**src/rtl/crossing_pkg.sv**
```systemverilog
// ---------------------------------------------------------------------------
// crossing_pkg
// Shared definitions for the crossing scheduler:
//   - state_e      : phase states of the two-way crossing controller
//   - LIGHT_*      : 2-bit vehicle signal encodings (11 is never driven)
//   - DEF_*        : default timing constants in clock cycles
//   - maxOf        : small helper for sizing counters from parameters
// ---------------------------------------------------------------------------
package crossing_pkg;

  // The controller walks NS_GRN..CLR_B in this order; the WALK/CLR states
  // are skipped when nobody is waiting to cross.
  typedef enum logic [3:0] {
    NS_GRN,
    NS_YEL,
    RED_A,
    WALK_A,
    CLR_A,
    EW_GRN,
    EW_YEL,
    RED_B,
    WALK_B,
    CLR_B
  } state_e;

  localparam logic [1:0] LIGHT_RED    = 2'b00;
  localparam logic [1:0] LIGHT_GREEN  = 2'b01;
  localparam logic [1:0] LIGHT_YELLOW = 2'b10;

  localparam int DEF_MIN_GREEN = 8;
  localparam int DEF_MAX_GREEN = 20;
  localparam int DEF_YELLOW_T  = 3;
  localparam int DEF_CLEAR_T   = 2;
  localparam int DEF_WALK_T    = 6;

  function automatic int maxOf(input int a, input int b);
    return (a > b) ? a : b;
  endfunction

endpackage

```
**src/rtl/crossing_scheduler_if.sv**
```systemverilog
// ---------------------------------------------------------------------------
// crossing_scheduler_if
// Bundles the crossing's sensor inputs and signal outputs.
//   ped_req_ns / ped_req_ew     : pedestrian buttons (any-width pulses)
//   car_sense_ns / car_sense_ew : vehicle waiting on each approach (level)
//   ns_light / ew_light         : vehicle signals (crossing_pkg LIGHT_*)
//   walk_ns / walk_ew           : walk indications per crossing
//   ped_pending                 : latched unserved requests {ew,ns}
// Modports:
//   master : environment side, drives buttons/sensors, observes signals
//   slave  : controller side
// ---------------------------------------------------------------------------
interface crossing_scheduler_if;

  logic       ped_req_ns;
  logic       ped_req_ew;
  logic       car_sense_ns;
  logic       car_sense_ew;
  logic [1:0] ns_light;
  logic [1:0] ew_light;
  logic       walk_ns;
  logic       walk_ew;
  logic [1:0] ped_pending;

  modport master (
    output ped_req_ns, ped_req_ew, car_sense_ns, car_sense_ew,
    input  ns_light, ew_light, walk_ns, walk_ew, ped_pending
  );

  modport slave (
    input  ped_req_ns, ped_req_ew, car_sense_ns, car_sense_ew,
    output ns_light, ew_light, walk_ns, walk_ew, ped_pending
  );

endinterface

```
**src/rtl/phase_timer.sv**
```systemverilog
// ---------------------------------------------------------------------------
// phase_timer
// Down-counter timing the fixed-length phases (yellow, red, walk, clear).
// Loaded with (length-1) on phase entry; o_expire is high in the last cycle
// of the phase, so the owner leaves the phase at that edge.
// Ports:
//   clk, rst     : clock, asynchronous active-high reset
//   i_load       : load strobe (phase entry)
//   i_loadValue  : value to load, length-1 of the phase being entered
//   o_expire     : counter has reached zero
// ---------------------------------------------------------------------------
module phase_timer #(
  parameter int               WIDTH       = 4,
  parameter logic [WIDTH-1:0] RESET_VALUE = '0
) (
  input  logic             clk,
  input  logic             rst,
  input  logic             i_load,
  input  logic [WIDTH-1:0] i_loadValue,
  output logic             o_expire
);

  logic [WIDTH-1:0] r_count;

  // Reset leaves the timer already running for the reset phase; afterwards
  // it counts down to zero and holds there until the next load.
  always_ff @(posedge clk or posedge rst) begin
    if (rst) begin
      r_count <= RESET_VALUE;
    end else if (i_load) begin
      r_count <= i_loadValue;
    end else if (r_count != '0) begin
      r_count <= r_count - WIDTH'(1);
    end
  end

  assign o_expire = (r_count == '0);

endmodule

```
**src/rtl/crossing_scheduler.sv**
```systemverilog
// ---------------------------------------------------------------------------
// crossing_scheduler
// Two-way traffic crossing controller with pedestrian walk phases.
// Sequence: NS green -> NS yellow -> all red -> (walk -> clear) -> EW green
//           -> EW yellow -> all red -> (walk -> clear) -> NS green.
// Green length adapts between MIN_GREEN and MAX_GREEN depending on waiting
// pedestrians and the opposing car sensor; the other phases are fixed.
// Ports:
//   clk    : clock, all state changes on rising edge
//   rst    : asynchronous active-high reset (forces RED_B, nothing pending)
//   io_bus : crossing_scheduler_if.slave (buttons, sensors, signals)
// ---------------------------------------------------------------------------
module crossing_scheduler
  import crossing_pkg::*;
#(
  parameter int MIN_GREEN = DEF_MIN_GREEN,
  parameter int MAX_GREEN = DEF_MAX_GREEN,
  parameter int YELLOW_T  = DEF_YELLOW_T,
  parameter int CLEAR_T   = DEF_CLEAR_T,
  parameter int WALK_T    = DEF_WALK_T
) (
  input  logic                  clk,
  input  logic                  rst,
  crossing_scheduler_if.slave   io_bus
);

  localparam int LONGEST = maxOf(maxOf(YELLOW_T, CLEAR_T), WALK_T);
  localparam int TIMER_W = maxOf($clog2(LONGEST), 1);
  localparam int GREEN_W = maxOf($clog2(MAX_GREEN), 1);

  state_e               r_state;
  state_e               w_nextState;
  logic [GREEN_W-1:0]   r_greenCount;
  logic [1:0]           r_pending;
  logic [1:0]           r_walkMask;

  logic [1:0]           w_buttons;
  logic                 w_expire;
  logic                 w_greenMin;
  logic                 w_greenMax;
  logic                 w_nsGreenExit;
  logic                 w_ewGreenExit;
  logic                 w_serve;
  logic                 w_load;
  logic                 w_enterWalk;
  logic [TIMER_W-1:0]   w_loadValue;

  assign w_buttons = {io_bus.ped_req_ew, io_bus.ped_req_ns};

  // A green may end once it has run MIN_GREEN cycles and someone is waiting
  // (a pedestrian or a car on the cross road); it must end at MAX_GREEN.
  assign w_greenMin    = (r_greenCount >= GREEN_W'(MIN_GREEN - 1));
  assign w_greenMax    = (r_greenCount == GREEN_W'(MAX_GREEN - 1));
  assign w_nsGreenExit = (w_greenMin && ((r_pending != 2'b00) || io_bus.car_sense_ew)) || w_greenMax;
  assign w_ewGreenExit = (w_greenMin && ((r_pending != 2'b00) || io_bus.car_sense_ns)) || w_greenMax;

  // A button pressed in the very cycle the all-red phase ends still earns a
  // walk phase, so the live buttons are folded in alongside the latch.
  assign w_serve = ((r_pending | w_buttons) != 2'b00);

  // Next-state selection. Every phase exit moves to a different state, so a
  // state change is also the timer's load strobe.
  always_comb begin
    w_nextState = r_state;
    case (r_state)
      NS_GRN:  if (w_nsGreenExit) w_nextState = NS_YEL;
      NS_YEL:  if (w_expire)      w_nextState = RED_A;
      RED_A:   if (w_expire)      w_nextState = w_serve ? WALK_A : EW_GRN;
      WALK_A:  if (w_expire)      w_nextState = CLR_A;
      CLR_A:   if (w_expire)      w_nextState = EW_GRN;
      EW_GRN:  if (w_ewGreenExit) w_nextState = EW_YEL;
      EW_YEL:  if (w_expire)      w_nextState = RED_B;
      RED_B:   if (w_expire)      w_nextState = w_serve ? WALK_B : NS_GRN;
      WALK_B:  if (w_expire)      w_nextState = CLR_B;
      CLR_B:   if (w_expire)      w_nextState = NS_GRN;
      default:                    w_nextState = RED_B;
    endcase
  end

  // Timer load: on entry to a fixed-length phase load length-1. Greens are
  // timed by the up-counter, so the loaded value there does not matter.
  always_comb begin
    w_load      = (w_nextState != r_state);
    w_enterWalk = w_load && ((w_nextState == WALK_A) || (w_nextState == WALK_B));
    w_loadValue = '0;
    case (w_nextState)
      NS_YEL, EW_YEL:             w_loadValue = TIMER_W'(YELLOW_T - 1);
      RED_A, RED_B, CLR_A, CLR_B: w_loadValue = TIMER_W'(CLEAR_T - 1);
      WALK_A, WALK_B:             w_loadValue = TIMER_W'(WALK_T - 1);
      default:                    w_loadValue = '0;
    endcase
  end

  phase_timer #(
    .WIDTH       (TIMER_W),
    .RESET_VALUE (TIMER_W'(CLEAR_T - 1))
  ) u_phaseTimer (
    .clk         (clk),
    .rst         (rst),
    .i_load      (w_load),
    .i_loadValue (w_loadValue),
    .o_expire    (w_expire)
  );

  // Main FSM register plus the green up-counter and the pedestrian latches.
  // On walk entry the mask captures everyone waiting and the latch clears;
  // during a walk only the crossing not being served can queue a request.
  always_ff @(posedge clk or posedge rst) begin
    if (rst) begin
      r_state      <= RED_B;
      r_greenCount <= '0;
      r_pending    <= 2'b00;
      r_walkMask   <= 2'b00;
    end else begin
      r_state <= w_nextState;

      if (w_load) begin
        r_greenCount <= '0;
      end else if ((r_state == NS_GRN) || (r_state == EW_GRN)) begin
        r_greenCount <= r_greenCount + GREEN_W'(1);
      end

      if (w_enterWalk) begin
        r_walkMask <= r_pending | w_buttons;
        r_pending  <= 2'b00;
      end else if ((r_state == WALK_A) || (r_state == WALK_B)) begin
        r_pending <= r_pending | (w_buttons & ~r_walkMask);
      end else begin
        r_pending <= r_pending | w_buttons;
      end
    end
  end

  // Outputs depend only on registers, so a walk can never overlap a
  // non-red vehicle light and reset takes effect without a clock.
  always_comb begin
    io_bus.ns_light = LIGHT_RED;
    io_bus.ew_light = LIGHT_RED;
    io_bus.walk_ns  = 1'b0;
    io_bus.walk_ew  = 1'b0;
    case (r_state)
      NS_GRN:         io_bus.ns_light = LIGHT_GREEN;
      NS_YEL:         io_bus.ns_light = LIGHT_YELLOW;
      EW_GRN:         io_bus.ew_light = LIGHT_GREEN;
      EW_YEL:         io_bus.ew_light = LIGHT_YELLOW;
      WALK_A, WALK_B: begin
        io_bus.walk_ns = r_walkMask[0];
        io_bus.walk_ew = r_walkMask[1];
      end
      default: ;
    endcase
  end

  assign io_bus.ped_pending = r_pending;

endmodule

```
**src/flat_wrapper.sv**
```systemverilog
// flat-port wrapper written by rule: the top's interface ports become plain ports
module crossing_scheduler_flat import crossing_pkg::*;
#(
  parameter int MIN_GREEN = DEF_MIN_GREEN,
  parameter int MAX_GREEN = DEF_MAX_GREEN,
  parameter int YELLOW_T  = DEF_YELLOW_T,
  parameter int CLEAR_T   = DEF_CLEAR_T,
  parameter int WALK_T    = DEF_WALK_T
)
  (clk, rst, io_bus_ped_req_ns, io_bus_ped_req_ew, io_bus_car_sense_ns, io_bus_car_sense_ew, io_bus_ns_light, io_bus_ew_light, io_bus_walk_ns, io_bus_walk_ew, io_bus_ped_pending);
  crossing_scheduler_if io_bus_i ();
  input  logic clk;
  input  logic rst;
  input wire logic [$bits(io_bus_i.ped_req_ns)-1:0] io_bus_ped_req_ns;
  input wire logic [$bits(io_bus_i.ped_req_ew)-1:0] io_bus_ped_req_ew;
  input wire logic [$bits(io_bus_i.car_sense_ns)-1:0] io_bus_car_sense_ns;
  input wire logic [$bits(io_bus_i.car_sense_ew)-1:0] io_bus_car_sense_ew;
  output wire logic [$bits(io_bus_i.ns_light)-1:0] io_bus_ns_light;
  output wire logic [$bits(io_bus_i.ew_light)-1:0] io_bus_ew_light;
  output wire logic [$bits(io_bus_i.walk_ns)-1:0] io_bus_walk_ns;
  output wire logic [$bits(io_bus_i.walk_ew)-1:0] io_bus_walk_ew;
  output wire logic [$bits(io_bus_i.ped_pending)-1:0] io_bus_ped_pending;
  assign io_bus_i.ped_req_ns = io_bus_ped_req_ns;
  assign io_bus_i.ped_req_ew = io_bus_ped_req_ew;
  assign io_bus_i.car_sense_ns = io_bus_car_sense_ns;
  assign io_bus_i.car_sense_ew = io_bus_car_sense_ew;
  assign io_bus_ns_light = io_bus_i.ns_light;
  assign io_bus_ew_light = io_bus_i.ew_light;
  assign io_bus_walk_ns = io_bus_i.walk_ns;
  assign io_bus_walk_ew = io_bus_i.walk_ew;
  assign io_bus_ped_pending = io_bus_i.ped_pending;
  crossing_scheduler #(.MIN_GREEN(MIN_GREEN), .MAX_GREEN(MAX_GREEN), .YELLOW_T(YELLOW_T), .CLEAR_T(CLEAR_T), .WALK_T(WALK_T)) u_core (.clk(clk), .rst(rst), .io_bus(io_bus_i));
endmodule
```
**config.mk**
```make
export PLATFORM = sky130hd
export DESIGN_NAME = crossing_scheduler_flat
export DESIGN_NICKNAME = d
export VERILOG_FILES = /design/src/rtl/crossing_pkg.sv /design/src/rtl/crossing_scheduler_if.sv /design/src/rtl/phase_timer.sv /design/src/rtl/crossing_scheduler.sv /design/src/flat_wrapper.sv
export SDC_FILE = /design/constraint.sdc
export NUM_CORES = 1
export LEC_CHECK = 0
export ABC_AREA = 1
export CORE_MARGIN = 2
export CORE_UTILIZATION = 55
export CTS_CLUSTER_DIAMETER = 50
export DETAILED_ROUTE_END_ITERATION = 10
export DONT_BUFFER_PORTS = 1
export PLACE_DENSITY = 0.8
export SETUP_SLACK_MARGIN = 0.15
export SYNTH_ARGS = -nofsm -noshare
export SYNTH_HDL_FRONTEND = slang
export SYNTH_SLANG_ARGS = --single-unit
```
**constraint.sdc**
```tcl
create_clock -name clk -period 4.4 [get_ports clk]
set_input_delay 0.44 -clock clk [delete_from_list [all_inputs] [get_ports clk]]
set_output_delay 0.44 -clock clk [all_outputs]
set_load 0.02 [all_outputs]
```
**After elaboration in Yosys (flattened, before gate mapping)**

Memory sizes are Yosys's and may differ from the RTL's.
Index checks and enable logic that the tools add are counted.

- Register bits: 16
- Memory bits (read-only): 48
- Bits of input ports: 6
- Output and inout bits: 8
- Word-level logic and storage cells: 67
- Memories: 1

Memory list:

| name | depth | bits a word | read ports | clocked after Yosys merged registers in | wr ports | line | text |
|---|---|---|---|---|---|---|---|
| (name not given) | 16 | 3 | 1 | 0 | 0 | crossing_scheduler.sv:86 | `case (w_nextState)` |

- $add $sub $neg: 2
- $lt $le $gt $ge: 1
- Eq/ne operators: 13
- Mux-type cells: 23
- Bitwise logic cells: 4
- Reduce and logical (&&, ||, !) cells: 18

Operators with widths:

| operator | number |
|---|---|
| two-way mux 4 bit | 11 |
| case mux 4 bit (10 select lines) | 1 |
| equality test 4 x 3 -> 1 bit, second input constant | 4 |
| equality test 4 x 2 -> 1 bit, second input constant | 3 |
| equality test 4 bit, second input constant | 3 |
| two-way mux 5 bit | 2 |
| two-way mux 3 bit | 3 |
| case mux 2 bit (2 select lines) | 2 |
| nonzero test 2 bit | 4 |
| logical OR 1 bit | 7 |
| adder 5 x 1 -> 5 bit, second input constant | 1 |
| equality test 5 bit, second input constant | 1 |
| >= comparator 5 x 3 -> 1 bit, second input constant | 1 |
| equality test 4 x 1 -> 1 bit, second input constant | 1 |
| logical NOT 4 bit | 1 |
| two-way mux 2 bit | 2 |
| != test 4 bit | 1 |
| bitwise OR 2 bit | 2 |
| logical AND 1 bit | 3 |
| logical NOT 3 bit | 1 |
| nonzero test 3 bit | 1 |
| subtractor 3 x 1 -> 3 bit, second input constant | 1 |
| AND 2 bit | 1 |
| two-way mux 1 bit | 2 |
| 2 further kinds | 2 |

**Longest topological paths before layout**

Gate-level depths: netlist of the first run.

- Depth after elaboration: 10
- Depth in mapped cells: 16
- Depth with buffers taken out: 16

**By module**

Synthesis of the first run repeated with hierarchy kept, for this count alone.

- Cells, all modules: 190
- Area total of the unflattened synthesis: 1251.2 um^2

By module, submodules not included:

| module | instances | cells an instance | area an instance (um^2) | seq. area each (um^2) |
|---|---|---|---|---|
| crossing_scheduler | 1 | 157 | 1038.5 | 329.1 |
| phase_timer | 1 | 33 | 212.7 | 76.3 |

**Worst setup path before layout of the first run**

Ideal clock, no wire load.

- Path kind: flip-flop to flip-flop
- From: reg u_core.r_state[0]
- To: reg u_core.u_phaseTimer.r_count[2]
- Setup time: 0.123 ns
- Arrival time: 1.911 ns
- Data required time: 4.277 ns
- Setup slack: 2.367 ns
- Stages on the path, launching flop included: 13
- Path buffers: 0
- Period minus slack after synthesis: 2.033 ns
- Cells stage by stage: dfstp_2 -> inv_2 -> nor2_2 -> inv_2 -> nor2_2 -> nand3_1 -> nand3_2 -> inv_1 -> ha_1 -> nand2_1 -> nand2_1 -> nand2_1 -> a21oi_1

- Longest elaborated chain between the ends: 4
- Elaborated cells on any way between the ends: 25
- Those cells by class: 10 x eq/ne; 12 x mux; 2 x reduce/logical; 1 x memory

RTL lines:

| item | line | text |
|---|---|---|
| from (decl) | crossing_scheduler.sv:31 | `state_e r_state;` |
| from (signal assigned) | crossing_scheduler.sv:115 | `r_state <= w_nextState;` |
| equality test 4 bit, or another cell as far along | crossing_scheduler.sv:65 | `case (r_state)` |
| case mux 4 bit (10 select lines) (*) | crossing_scheduler.sv:65 |  |
| named net u_core.w_nextState[0] | crossing_scheduler.sv:32 | `state_e w_nextState;` |
| memory (16 x 3 bit) or != test 4 bit (tied branches) | - |  |
| two-way mux 3 bit or nonzero test 2 bit (tied branches) | - |  |
| to (signal assigned) | phase_timer.sv:31 | `r_count <= i_loadValue;` |
| to (signal assigned) | phase_timer.sv:33 | `r_count <= r_count - WIDTH'(1);` |
| to (decl) | phase_timer.sv:23 | `logic [WIDTH-1:0] r_count;` |

The timed path passes the listed nets; every way through them passes the cells marked *.
A chain may end at the register's enable or synchronous reset.

**Final worst setup path of the first run**

Same ends and word-level chain as after synthesis.

==> results of run 1 <==
==> cell usage in the layout (no fill, tap or decap), drive strengths merged <==
cell	instances
nor2	25
inv	28
or2	2
nand4	2
nand3	17
o21bai	1
xnor2	2
a21oi	9
nand2	52
o21ai	6
a22oi	2
xor2	3
nand3b	4
dfstp	4
ha	5
dfrtp	12
clkbuf	4
==> cell type report <==
cell class | count | area, µm² | share of cell area
well taps | 27 | 33.8 | 0.0266
flip-flops and latches | 16 | 405 | 0.320
inverters | 28 | 105 | 0.0828
multi-input cells | 130 | 688 | 0.542
clock buffers | 4 | 36.3 | 0.0286
==> state kept, by name (all words and copies together), names as in the netlist <==
name	flops
u_core.r_state	4
u_core.r_greenCount	5
u_core.io_bus.ped_pending	2
u_core.r_walkMask	2
u_core.u_phaseTimer.r_count	3
==> synth_stat cells (2+ instances only) <==
cell type  number
a21oi_1         5
a21oi_2         4
a22oi_2         2
dfrtp_1        12
dfstp_2         4
ha_1            5
inv_1          24
inv_2           4
nand2_1        48
nand2_2         3
nand3_1        15
nand3_2         2
nand3b_1        4
nand4_1         2
nor2_1         23
nor2_2          2
o21ai_0         3
o21ai_1         3
or2_2           2
xnor2_1         2
xor2_1          3
==> power by group <==
part           switching [mW]  leakage [nW]  total [mW]  internal, mW
sequential             0.0527         0.193       0.266         0.213
clock                  0.0436        0.0210      0.0940        0.0504
combinational           0.433         0.487       0.637         0.204
==> cells by family after synthesis <==
| group | count (synthesis) | synth area share |
|---|---|---|
| AND/OR/NAND/NOR | 102 | 0.380 |
| buffers and inverters | 29 | 0.0962 |
| AO/OA/AOI/OAI | 18 | 0.101 |
| flip-flops | 16 | 0.335 |
| XOR/XNOR | 5 | 0.0362 |
| adder cells (fa/ha/maj) | 5 | 0.0517 |
==> metal layers <==
layer | global-route usage | wire, µm
met5 | 0 | 0
met4 | 0.0856 | 42
met3 | 0.0614 | 83
met2 | 0.374 | 1250
met1 | 0.259 | 1120
==> final timing paths <==
check / end / slack, ps / cells after the start
max reg2reg: u_core.u_phaseTimer.r_count[2]$_DFFE_PP0P_ / 2070 / 12
min in group clk: u_core.io_bus.ped_pending[1]$_DFF_PP0_ / 350 / 2
max in group asynchronous: u_core.u_phaseTimer.r_count[2]$_DFFE_PP0P_ / 3920 / 1
min: u_core.io_bus.ped_pending[1]$_DFF_PP0_ / 90 / 1
min reg2reg: u_core.r_walkMask[1]$_DFFE_PP0P_ / 480 / 2
max: u_core.u_phaseTimer.r_count[2]$_DFFE_PP0P_ / 2070 / 12
==> run_results.csv, run 1 <==
group,metric,value,unit
run_status,outcome,"complete, no violations",
setup_path,slowest_delay,600,ps
die,die_x,50.9,µm
grt,grt_max_degree,17,
setup_path,cp_slowest_cell,"dfstp_2",
grt,track_usage,0.219,
route,vias_per_cell,5.25,
die,die_h,50.9,µm
sta,skew,8.80,ps
placement,dpl.hpwl,2.03,mm
synth,synth_seq_cells,16,
worst_hold_path,hp-class,"input port to async pin",
sta,min_period,2330,ps
clock_network,cts.htree.levels,1,
sta,setup_tns,0,ps
synth,async_flop_share,1.00,
route,finalWirelength,2.50,mm
run,drv_cap,0,
placement,place_congestion,0.937,
synth,synth_top_cell_area_share,0.248,
synth,postSynthAreaPerCell,6.91,µm²
die,placementRows,16,
power,power_density,786,nW/µm²
placement,port_buffers,0,
synth,syn_nets,186,
synth,syn_inst,175,
sta,rsz0062_at_grt,"false",
synth,synth_edf_count,0,
route,firstDrtPassIters,4,
grt,antenna_found_initial,0,
route,drt-wirelength-per-cell,12.2,µm
clock_network,cts_buffer_depth,2,
final_layout,diodes,0,
clock_network,cts.sinks,16,
grt,overflow,0,
final_layout,layout-drive-gt1-share,0.157,
route,drtIter0Drc,12,
route,num_vias,1076,
clock_network,clk_latency,290,ps
final_layout,utilization,0.627,
clock_network,post_cts_buffers,0,
setup_path,rr_startpoint,"u_core.r_state[0]$_DFF_PP1_",
clock_network,path_clk_slew,90,ps
power,p_total,0.997,mW
synth,synth_cell_type_count,24,
placement,place_area,1230,µm²
setup_path,critical_path_class,"flip-flop to flip-flop",
sta,timing.hold.ws,88.8,ps
route,ant_nets,0,
power,p_leak,0.701,nW
sta,hold_violations,0,
final_layout,nFillCells,195,
final_layout,final_cells,205,
sta,fmax,429,MHz
route,drc,0,
power,irDropWorstVdd,0.632,mV
clock_network,cts_made_buffers,3,
placement,placed_cells_incl_taps,201,
clock_network,cts_root_buf,"clkbuf_4",
grt,grt_pass1_vias,1015,
synth,ys_seq_area_frac,0.335,
setup_path,crit_buf_inv,3,
die,coreArea,2020,µm²
final_layout,area.growth.synth_to_final,4.86,%
clock_network,cts_tree,"yes",
sta,finalSetupViolCount,0,
synth,synthesis.area,1210,µm²
setup_path,cp.required,4570,ps
setup_path,critical_path.top_delay_family,"simple AND/OR/NAND/NOR gates",
setup_path,cp.arrival,2500,ps
sta,slew_viol_final,0,
sta,worstMarginPinSlew,584,ps
setup_path,cp-end-kind,"flip-flop",
setup_path,startpoint_type,"flip-flop",
final_layout,fin_nets,190,
synth,ys.warnings.count,0,
sta,min_period_over_period,0.530,
setup_path,crit_path_start,"u_core.r_state[0]$_DFF_PP1_",
sta,setup_slack,2070,ps
synth,ys.flop_type,"dfrtp_1",
clock_network,ctsResizeCount,0,
setup_path,crit_chain,"inv_2, nor2_2, inv_2, nor2_2, nand3_1, nand3_2, inv_1, ha_1, nand2_1, nand2_1, nand2_1, a21oi_1",
setup_path,cp_max_fo,6,
clock_network,hold_buffers,0,
final_layout,design_area,1270,µm²
die,initial_core_util,0.598,
setup_path,cp_common_cell,"nand2_1",
die,die_area,2590,µm²
synth,synth_top_cell_by_area,"dfrtp_1",
synth,synth_area_leaders,"dfrtp_1 25%, nand2_1 15%, dfstp_2 8.7%",
die,io_pins,14,
placement,place_worst_setup_slack,2110,ps
grt,grt_pass1_wl,4.31,mm
sta,slew_headroom,0.610,
Note: power is estimated with default switching activity, not from simulation.
==> run 2: changes to the inputs <==
--- a/config.mk
+++ b/config.mk
@@ -5,7 +5,7 @@
 export SDC_FILE = /design/constraint.sdc
 export NUM_CORES = 1
 export LEC_CHECK = 0
-export ABC_AREA = 1
+export ABC_AREA = 0
 export CORE_MARGIN = 2
 export CORE_UTILIZATION = 55
 export CTS_CLUSTER_DIAMETER = 50
==> constraint.sdc (replaced) <==
create_clock -name clk -period 2.4 [get_ports clk]
set_input_delay 0.24 -clock clk [delete_from_list [all_inputs] [get_ports clk]]
set_output_delay 0.24 -clock clk [all_outputs]
set_load 0.02 [all_outputs]
==> run 2 against run 1 <==
The flow now finishes with violations (setup timing). Global-route usage increased by 7.1 points. Sequential share of layout area decreased by 7.4 points. Clock skew decreased by 4.3 ps. Cell area increased by 30%. Fmax decreased by 21%. Hold slack improved by 8.7 ps. Wire length increased by 35%. Core utilization increased by 20 points. Worst setup slack got worse by 2600 ps. Critical path type unchanged. Largest cell class unchanged.
==> run_results.csv, run 2 <==
group,metric,value,unit
run_status,outcome,"complete, but fails checks",
run_status,violations,"setup timing",
die,initial_core_util,0.594,
final_layout,area.growth.synth_to_final,40.0,%
worst_hold_path,hp-class,"input port to flip-flop",
synth,ys.flop_type,"dfrtp_1",
final_layout,layout_commonest_cell,"buf_4",
grt,antenna_found_initial,0,
sta,setup_tns,-4090,ps
clock_network,cts_tree,"yes",
setup_path,reg2regPathDepth,13,
die,coreArea,1980,µm²
grt,overflow,0,
grt,track_usage,0.290,
clock_network,cts_buffer_depth,2,
sta,skew,4.52,ps
grt,grt_pass1_wl,5.42,mm
route,ant_nets,0,
power,p_leak,0.785,nW
die,die_area,2530,µm²
setup_path,cp-end-kind,"flip-flop",
run,drv_cap,0,
route,vias_per_cell,5.84,
setup_path,r2r_slack,-570,ps
placement,port_buffers,0,
clock_network,cts.htree.levels,1,
sta,slew_headroom,0.578,
die,die_x,50.3,µm
power,power_density,1620,nW/µm²
synth,synthesis.area,1180,µm²
route,firstDrtPassIters,4,
route,finalWirelength,3.36,mm
final_layout,utilization,0.831,
worst_hold_path,hold_end,"u_core.io_bus.ped_pending[0]$_DFF_PP0_",
grt,grt_max_degree,17,
sta,fmax,337,MHz
power,irDropWorstVdd,1.04,mV
setup_path,cp.required,2600,ps
grt,grt_pass1_vias,1214,
clock_network,cts.sinks,16,
route,drc,0,
synth,synth_edf_count,0,
sta,rsz0062_at_grt,"true",
synth,synth_area_leaders,"dfrtp_1 26%, dfstp_2 8.9%, nor2_1 6.4%",
worst_hold_path,hp-start,"io_bus_ped_req_ns",
synth,ys_seq_area_frac,0.344,
die,io_pins,14,
synth,synth_top_cell_by_area,"dfrtp_1",
power,p_total,2.67,mW
final_layout,max_flop_register,"u_core.r_greenCount",
final_layout,layout_common_cells,"43 x buf_4, 19 x nor2_1, 12 x inv_1, 12 x dfrtp_1, 8 x nand2_1",
synth,syn_inst,130,
final_layout,fin_nets,188,
setup_path,cp_max_fo,5,
sta,slew_viol_final,0,
final_layout,top_regs,"u_core.r_greenCount: 5 flops, u_core.r_state: 4 flops, u_core.u_phaseTimer.r_count: 3 flops",
sta,worstMarginPinSlew,633,ps
final_layout,largest_register_ffs,5,
synth,synthTopCellsByCount,"20 x nor2_1, 14 x inv_1, 12 x dfrtp_1",
die,die_h,50.3,µm
setup_path,startpoint_type,"flip-flop",
synth,synth_seq_cells,16,
sta,min_period_over_period,1.24,
final_layout,diodes,0,
synth,synth_top_cell_area_share,0.255,
route,drtIter0Drc,43,
final_layout,layout-drive-gt1-share,0.398,
die,placementRows,16,
route,drt-wirelength-per-cell,16.5,µm
synth,ys.warnings.count,0,
synth,postSynthAreaPerCell,9.06,µm²
clock_network,cts_root_buf,"clkbuf_4",
setup_path,r2r-end,"u_core.io_bus.ped_pending[0]$_DFF_PP0_",
setup_path,critical_path_class,"flip-flop to flip-flop",
clock_network,clk_latency,300,ps
synth,syn_nets,141,
setup_path,rr_startpoint,"u_core.u_phaseTimer.r_count[0]$_DFFE_PP1P_",
clock_network,cts_made_buffers,3,
route,num_vias,1185,
sta,min_period,2970,ps
sta,setup_slack,-566,ps
synth,async_flop_share,1.00,
clock_network,path_clk_slew,90,ps
synth,synth_cell_type_count,42,
sta,finalSetupViolCount,12,
placement,dpl.hpwl,2.46,mm
sta,hold_violations,0,
placement,place_congestion,0.967,
setup_path,cp.arrival,3160,ps
synth,post-synth-top-count-cell,"nor2_1",
worst_hold_path,holdPathStages,2,
## run 2: cell count changes after synthesis, sizes merged, moves of 4 or more
cell   change
a21oi      -5
inv       -14
mux2i      +6
nand2     -44
nand3     -15
nor2       -5
nor2b      +4
## run 2: logic make-up after synthesis
logic type,count (synthesis),synth area share
buf+inv,20,0.0776
simple gates,51,0.236
fa+ha+maj,5,0.0531
mux,7,0.0606
xor+xnor,7,0.0521
compound gates,24,0.176
flops,16,0.344
## run 2: critical path, stage by stage, from the launching register on
cell,delay (ps)
dfstp_2,540
inv_2,50
ha_4,160
nor2b_4,130
xnor2_2,130
o32a_1,310
or3b_4,410
inv_4,70
ha_4,120
nand4_1,110
a31o_2,290
a311oi_4,330
buf_4,180
nor2_1,40
## run 2: worst max path at each step
stage	slack [ps]	to	cells past startpoint	startpoint
final	-570	u_core.io_bus.ped_pending[0]$_DFF_PP0_	13	u_core.u_phaseTimer.r_count[0]$_DFFE_PP1P_
after global placement	-420	u_core.r_walkMask[1]$_DFFE_PP0P_	12	u_core.u_phaseTimer.r_count[0]$_DFFE_PP1P_
after floorplan	-580	u_core.r_walkMask[0]$_DFFE_PP0P_	14	u_core.u_phaseTimer.r_count[0]$_DFFE_PP1P_
after CTS	-510	u_core.r_walkMask[0]$_DFFE_PP0P_	12	u_core.u_phaseTimer.r_count[0]$_DFFE_PP1P_
after global routing	-670	u_core.r_walkMask[0]$_DFFE_PP0P_	12	u_core.u_phaseTimer.r_count[0]$_DFFE_PP1P_
after detailed placement	-550	u_core.r_walkMask[0]$_DFFE_PP0P_	12	u_core.u_phaseTimer.r_count[0]$_DFFE_PP1P_
## run 2: layout make-up
type | count | area (µm²)
Multi-Input combinational cell | 94 | 731
Clock buffer | 4 | 36.3
Tap cell | 27 | 33.8
Sequential cell | 16 | 405
Inverter | 14 | 55.1
Fill cell | 115 | 334
Timing Repair Buffer | 48 | 387
## run 2: layer usage
layer / GRT usage / up-vias / routed length [µm]
li1: - / 548 / -
met1: 0.342 / 567 / 1260
met2: 0.520 / 57 / 1800
met3: 0.0238 / 13 / 194
met4: 0.153 / 0 / 112
met5: 0 / - / 0
## run 2: metrics by stage
step / hold WS [ps] / cell area, µm² / setup WS, ps / instances
after floorplan: 151 / 1200 / -579 / 130
after detailed placement: 238 / 1520 / -550 / 192
after global routing: 119 / 1650 / -670 / 203
after global placement: 217 / 1520 / -420 / 192
final: 97.4 / 1650 / -566 / 203
after CTS: 116 / 1610 / -513 / 201
## run 2: where the power goes
part / internal (mW) / switching, mW / total [mW] / leakage [nW]
sequential: 0.388 / 0.0945 / 0.482 / 0.188
clock: 0.0928 / 0.0893 / 0.182 / 0.0210
combinational: 1.04 / 0.963 / 2.00 / 0.576
total: 1.52 / 1.15 / 2.67 / 0.785
## run 2: what timing repair did
item,CTS,global route
endpoints found under the hold margin,12,0
endpoints found under the setup margin,12,12
pin swaps,2,1
resized for setup,5,5
setup buffers,4,2
hold buffers,1,0
